==> config.mk <==
export PLATFORM = sky130hd
export DESIGN_NAME = mult_share_sched_flat
export DESIGN_NICKNAME = d
export VERILOG_FILES = /design/src/rtl/mult_share_sched_if.sv /design/src/rtl/mult_share_sched.sv /design/src/flat_wrapper.sv
export SDC_FILE = /design/constraint.sdc
export NUM_CORES = 1
export LEC_CHECK = 0
export CAP_MARGIN = 20
export CORE_ASPECT_RATIO = 1.25
export CORE_UTILIZATION = 48
export DETAILED_ROUTE_END_ITERATION = 8
export GPL_TIMING_DRIVEN = 1
export MAX_ROUTING_LAYER = met4
export PLACE_DENSITY = 0.88
export SYNTH_ARGS = -nofsm -noshare
export SYNTH_HDL_FRONTEND = slang
export SYNTH_SLANG_ARGS = --single-unit
==> constraint.sdc <==
create_clock -name i_clk -period 4.06 [get_ports i_clk]
set_input_delay 0.812 -clock i_clk [delete_from_list [all_inputs] [get_ports i_clk]]
set_output_delay 0.812 -clock i_clk [all_outputs]
set_load 0.01 [all_outputs]
==> src/rtl/mult_share_sched_if.sv <==
// Operand request / product response bundle between N requesters and the shared-multiplier scheduler.
interface mult_share_sched_if #(parameter int N = 4) ();
  localparam int IDW = $clog2(N);

  logic [N-1:0]   req_valid;
  logic [4*N-1:0] req_x;
  logic [4*N-1:0] req_y;
  logic [N-1:0]   req_ready;
  logic           rsp_valid;
  logic           rsp_ready;
  logic [7:0]     rsp_prod;
  logic [IDW-1:0] rsp_id;
  logic           busy;

  modport master (
    output req_valid, req_x, req_y, rsp_ready,
    input  req_ready, rsp_valid, rsp_prod, rsp_id, busy
  );

  modport slave (
    input  req_valid, req_x, req_y, rsp_ready,
    output req_ready, rsp_valid, rsp_prod, rsp_id, busy
  );
endinterface

==> src/rtl/mult_share_sched.sv <==
// Round-robin scheduler time-sharing one 4x4 multiplier; operands registered in S1, product in S2 (2-edge latency).
// A stalled response port holds S2, then S1 fills, after which every req_ready stays low until the stall clears.
module mult_share_sched #(
  parameter  int N   = 4,
  localparam int IDW = $clog2(N)
) (
  input  logic              i_clk,
  input  logic              i_rst,
  mult_share_sched_if.slave io_bus
);
  localparam int SW = IDW + 2;

  logic           r_s1_valid;
  logic [3:0]     r_op_x;
  logic [3:0]     r_op_y;
  logic [IDW-1:0] r_op_id;
  logic [IDW-1:0] r_ptr;
  logic           r_rsp_valid;
  logic [7:0]     r_rsp_prod;
  logic [IDW-1:0] r_rsp_id;

  logic           w_s2_load;
  logic           w_s1_free;
  logic           w_any;
  logic           w_acc;
  logic [SW-1:0]  w_base;
  logic [SW-1:0]  w_off;
  logic [SW-1:0]  w_sum;
  logic [N-1:0]   w_rot;
  logic [IDW-1:0] w_gnt;
  logic [3:0]     w_x;
  logic [3:0]     w_y;
  logic [7:0]     w_mul;

  assign w_s2_load = r_s1_valid & (~r_rsp_valid | io_bus.rsp_ready);
  assign w_s1_free = ~r_s1_valid | w_s2_load;

  // Rotate requests so bit 0 is requester ptr+1; w_base ranges 1..N, so the rotation never overflows.
  assign w_base = SW'(r_ptr) + SW'(1);
  assign w_rot  = (io_bus.req_valid >> w_base) | (io_bus.req_valid << (SW'(N) - w_base));

  always_comb begin
    w_any = 1'b0;
    w_off = '0;
    for (int j = N - 1; j >= 0; j--) begin
      if (w_rot[j]) begin
        w_any = 1'b1;
        w_off = SW'(j);
      end
    end
  end

  assign w_sum = w_base + w_off;
  assign w_gnt = (w_sum >= SW'(N)) ? IDW'(w_sum - SW'(N)) : IDW'(w_sum);
  assign w_acc = w_any & w_s1_free & ~i_rst;

  assign io_bus.req_ready = w_acc ? (N'(1) << w_gnt) : '0;

  always_comb begin
    w_x = '0;
    w_y = '0;
    for (int i = 0; i < N; i++) begin
      if (w_gnt == IDW'(i)) begin
        w_x = io_bus.req_x[4*i +: 4];
        w_y = io_bus.req_y[4*i +: 4];
      end
    end
  end

  main u_mul (
    .x (r_op_x),
    .y (r_op_y),
    .o (w_mul)
  );

  always_ff @(posedge i_clk) begin
    if (i_rst) begin
      r_s1_valid  <= 1'b0;
      r_op_x      <= '0;
      r_op_y      <= '0;
      r_op_id     <= '0;
      r_ptr       <= IDW'(N - 1);
      r_rsp_valid <= 1'b0;
      r_rsp_prod  <= '0;
      r_rsp_id    <= '0;
    end else begin
      if (w_acc) begin
        r_s1_valid <= 1'b1;
        r_op_x     <= w_x;
        r_op_y     <= w_y;
        r_op_id    <= w_gnt;
        r_ptr      <= w_gnt;
      end else if (w_s2_load) begin
        r_s1_valid <= 1'b0;
      end

      if (w_s2_load) begin
        r_rsp_valid <= 1'b1;
        r_rsp_prod  <= w_mul;
        r_rsp_id    <= r_op_id;
      end else if (io_bus.rsp_ready & r_rsp_valid) begin
        r_rsp_valid <= 1'b0;
      end
    end
  end

  assign io_bus.rsp_valid = r_rsp_valid;
  assign io_bus.rsp_prod  = r_rsp_prod;
  assign io_bus.rsp_id    = r_rsp_id;
  assign io_bus.busy      = r_s1_valid | r_rsp_valid;
endmodule

// Shared unsigned 4x4 -> 8 combinational multiplier.
module main (
  input  logic [3:0] x,
  input  logic [3:0] y,
  output logic [7:0] o
);
  assign o = {4'b0000, x} * {4'b0000, y};
endmodule
==> src/flat_wrapper.sv <==
// flat-port wrapper written by rule: the top's interface ports become plain ports
module mult_share_sched_flat 
#(
  parameter  int N   = 4,
  localparam int IDW = $clog2(N)
)
  (i_clk, i_rst, io_bus_req_valid, io_bus_req_x, io_bus_req_y, io_bus_rsp_ready, io_bus_req_ready, io_bus_rsp_valid, io_bus_rsp_prod, io_bus_rsp_id, io_bus_busy);
  mult_share_sched_if #(.N(N)) io_bus_i ();
  input  logic i_clk;
  input  logic i_rst;
  input wire logic [$bits(io_bus_i.req_valid)-1:0] io_bus_req_valid;
  input wire logic [$bits(io_bus_i.req_x)-1:0] io_bus_req_x;
  input wire logic [$bits(io_bus_i.req_y)-1:0] io_bus_req_y;
  input wire logic [$bits(io_bus_i.rsp_ready)-1:0] io_bus_rsp_ready;
  output wire logic [$bits(io_bus_i.req_ready)-1:0] io_bus_req_ready;
  output wire logic [$bits(io_bus_i.rsp_valid)-1:0] io_bus_rsp_valid;
  output wire logic [$bits(io_bus_i.rsp_prod)-1:0] io_bus_rsp_prod;
  output wire logic [$bits(io_bus_i.rsp_id)-1:0] io_bus_rsp_id;
  output wire logic [$bits(io_bus_i.busy)-1:0] io_bus_busy;
  assign io_bus_i.req_valid = io_bus_req_valid;
  assign io_bus_i.req_x = io_bus_req_x;
  assign io_bus_i.req_y = io_bus_req_y;
  assign io_bus_i.rsp_ready = io_bus_rsp_ready;
  assign io_bus_req_ready = io_bus_i.req_ready;
  assign io_bus_rsp_valid = io_bus_i.rsp_valid;
  assign io_bus_rsp_prod = io_bus_i.rsp_prod;
  assign io_bus_rsp_id = io_bus_i.rsp_id;
  assign io_bus_busy = io_bus_i.busy;
  mult_share_sched #(.N(N)) u_core (.i_clk(i_clk), .i_rst(i_rst), .io_bus(io_bus_i));
endmodule
==> metrics.md <==
| Metric | Value |
|---|---|
| Synth Area in Simple Gates | `between 20% and 30%` |
| Clock latency at the later pin of the worst-skew pair | `~260 ps` |
| Synth area leaders | `dfxtp_1, ha_1, mux2i_1` |
| Die Wd | `just under 60 microns` |
| Die ar. | `0.00438 sq mm` |
| H-tree depth | `1` |
| Metal2 WL | `between 2000 and 3000 microns` |
| Fraction of registers with async set/reset | `0%` |
| P_sw | `about 1.2 mW` |
| DP HPWL | `about 3600 microns` |
| Fin crit share | `between 90% and 100%` |
| CTS tree | `yes` |
| PwrDens | `~940 mW/mm^2` |
| Top cells by count, synth | `nand2_1, dfxtp_1, a21oi_1, mux2i_1, ha_1` |
| Yosys cell types | `48` |
| Total of max-cap violations | `0` |
| Post-Synth XOR/XNOR Area | `about 5.8%` |
| Critical path capture point type | `primary output` |
| Reg-to-reg startpoint | `u_core.r_ptr[0]` |
| Min-delay src | `u_core.io_bus.rsp_prod[7]` |
| Filler cell count | `306` |
| Placed Area | `0.00266 sq mm` |
| Internal | `roughly 1.4 mW` |
| Min-Delay Endpoint | `u_core.io_bus.rsp_prod[7]` |
| Final Slew Violations | `0` |
| Share of power burned in registers | `13.8%` |
| Final core utilization | `a little under three quarters` |
| Core Box Area | `0.00388 sq mm` |
| CP max stage cell | `clkdlybuf4s50_1` |
| Placed insts | `337` |
| Clock transition at the registers of the reported paths | `80 ps` |
| WL/cell | `14.4 microns` |
| Worst r2r path cells | `17` |
| # IOs | `55` |
| Top Metal Used | `met4` |
| Seq cells post-synth | `24` |
| Worst-path maximum fanout | `5` |
| I/O Buffers | `54` |
| CP required | `~3300 ps` |
| Initial Util | `roughly half` |
| Status | `finished clean` |
| Hold crit path type | `reg -> reg` |
| Row cnt | `25` |
| Worst-Margin Slew | `679 ps` |
| Minimum clock period | `approximately 4000 ps` |
| Worst Path Arrival | `about 3100 ps` |
| Max Fclk | `about 0.25 GHz` |
| Syn nets | `approximately 280` |
| Final net count | `between 300 and 400` |
| Ant diodes | `0` |
| First DRT Iteration DRCs | `a little over 90` |
| Vias in the first global route | `~1800` |
| First-pass GRT wire length | `between 8000 and 9000 microns` |
| Worst VDD drop | `1160 uV` |
| Final setup fails | `0` |
| Finished Layout Cells | `roughly 350` |
| Netlist Area Pre-Place | `0.00198 sq mm` |
| Synth warn | `0` |
| Mapped Cells | `between 200 and 250` |
| Most numerous cell in the Yosys netlist | `nand2_1` |
| Drt pass-1 iters | `4` |
| Root buf cell | `clkbuf_8` |
| Fraction of layout cells with a size suffix above 1 | `between 15 and 20%` |
| DRT antenna net count | `0` |
| Clock Sinks | `24` |
| Buf+Inv Stages, Crit Path | `4` |
| DRC | `0` |
| Placer Congestion | `~0.94` |
| GRT overflow | `0` |
| Post-synthesis adder-cell area fraction | `about 14%` |
| Clk buf depth | `2` |
| Largest net degree at the start of global routing | `26` |
| Metal3 WL | `about 200 microns` |
| Largest stage delay on the critical path | `between 400 and 500 ps` |
| Logic pwr share | `approximately four fifths` |
| Worst reg2reg endpoint | `u_core.r_op_y[3]` |
| Via count | `around 1900` |
| Gr usage total | `between 20% and 30%` |
| Area leader, netlist | `dfxtp_1` |
| Setup CP Type | `in -> out` |
| Initial antenna violation count | `0` |
| Fin. Hold Viols | `0` |
| Largest family of logic cells by synthesized area | `simple AND/OR/NAND/NOR gates` |
| Mux cell area share after synthesis | `between 10% and 20%` |
| Complex-gate fraction of the synthesized area | `between 15 and 20%` |
| Via density | `roughly 5.4` |
| Ys flop type | `dfxtp_1` |
| Area growth, synth to finish | `40.9%` |
| Post-synth top area share | `between 20% and 30%` |
| Rel. slew slack | `between 50% and 60%` |
| Leakage | `1.20 nW` |
| Crit path max-delay family | `buffers and inverters` |
| Design area | `between 0.002 and 0.003 sq mm` |
| Clock skew | `about 2.7 ps` |
| M1 WL | `~1900 microns` |
| Clock power frac | `approximately 6.2%` |
| Die Ht | `around 74 microns` |
| Reg2Reg Setup Slack | `approximately 630 ps` |
| Switching Share | `between 40% and 50%` |
| Critical Path, Cell by Cell | `clkdlybuf4s50_1, buf_4, o311ai_4, nand3_2, o221ai_2, a21oi_1, nor2_1, ha_2, xnor2_4, xor2_4, buf_6, and4b_1, buf_2` |
| Crit start category | `primary input` |
| CTS Buf Count | `3` |
| Final wirelength | `around 5000 microns` |
| Seq/Total Area, Yosys | `between 20% and 30%` |
| Count of flip-flops with a built-in enable after synthesis | `0` |
| Avg Cell Area, Syn | `a little under 9 sq um` |
| CP startpoint | `io_bus_req_valid[2]` |
| WHS Path Cells | `2` |
-- state kept, by name, summed over array words and instances, names as in the netlist --
signal,flops
u_core.r_ptr,2
u_core.io_bus.rsp_prod,8
u_core.io_bus.rsp_valid,1
u_core.io_bus.rsp_id,2
u_core.r_op_y,4
u_core.r_op_id,2
u_core.r_s1_valid,1
u_core.r_op_x,4
-- stage by stage --
stage          hold WS, ps  TNS (ps)  setup slack, ps  total power [mW]
6_report               460         0              130              2.62
5_1_grt                484     -17.8            -12.7              2.81
4_1_cts                462         0             10.5              2.47
3_5_place_dp           451     -1440             -423              2.19
3_3_place_gp           439     -1060             -319              2.13
2_1_floorplan          432         0              274              1.72
-- per-layer routing --
metal / track usage [%] / vias up
met2: 46.8 / 65
met1: 27.9 / 885
met4: 5.56 / 0
met3: 2.46 / 6
met5: - / -
li1: - / 915
-- worst min-delay path, cell delays in order, from the launching register on --
cell and delay (ps):
dfxtp_1 310, nand2_1 50, a21oi_1 50
-- worst max path at each step --
stage          slack [ps]  depth (start not counted)                  end
2_1_floorplan         270                         14  io_bus_req_ready[2]
5_1_grt               -10                         13  io_bus_req_ready[1]
6_report              130                         13  io_bus_req_ready[3]
4_1_cts                10                         14  io_bus_req_ready[1]
3_5_place_dp         -420                         13  io_bus_req_ready[2]
3_3_place_gp         -320                         13  io_bus_req_ready[3]
-- what timing repair did --
action,4_1_cts,5_1_grt
gates cloned,0,0
pin swaps,2,4
buffers inserted,4,1
hold buffers,0,0
resized for setup,14,12
endpoints found under the setup margin,4,4
-- kinds of logic (layout without fill, tap and decap cells) --
group / after synthesis / after routing
and+or+nand+nor: 82 / 82
AOI/OAI and AO/OA: 47 / 47
muxes: 24 / 24
DFF: 24 / 24
adders and majority gates: 19 / 19
buffers and inverters: 19 / 88
xor gates and xnor gates: 8 / 8
-- final cells by class --
| cell class | count | area [sq um] | share of cell area, % |
|---|---|---|---|
| well taps | 54 | 67.6 | 2.42 |
| clock buffers | 4 | 55.1 | 1.97 |
| repair buffers | 77 | 701 | 25.1 |
| inverters | 7 | 26.3 | 0.943 |
| multi-input cells | 180 | 1460 | 52.3 |
| flip-flops and latches | 24 | 480 | 17.2 |
-- placed cells by master (no fill, tap or decap), types with 3 or more instances in the layout --
master	Yosys	final
a21oi_1	21	21
and2_1	12	12
buf_2	4	3
buf_4	0	22
clkbuf_8	0	4
clkdlybuf4s50_1	0	49
dfxtp_1	24	24
fa_1	4	4
ha_1	15	14
inv_1	7	7
mux2_1	6	6
mux2i_1	16	16
nand2_1	31	31
nand2b_1	4	4
nand3b_1	8	8
nor2_1	9	9
nor2b_1	4	4
o21ai_1	6	6
xnor2_1	5	5
-- power groups by stage --
stage                     Combinational, mW  Clock (mW)  Sequential [mW]
after floorplan                        1.35           0            0.362
after global placement                 1.77           0            0.360
after detailed placement               1.83           0            0.365
after global routing                   2.26       0.173            0.372
after CTS                              1.94       0.161            0.361
final                                  2.09       0.161            0.362
Power figures use the tool's default switching activity.
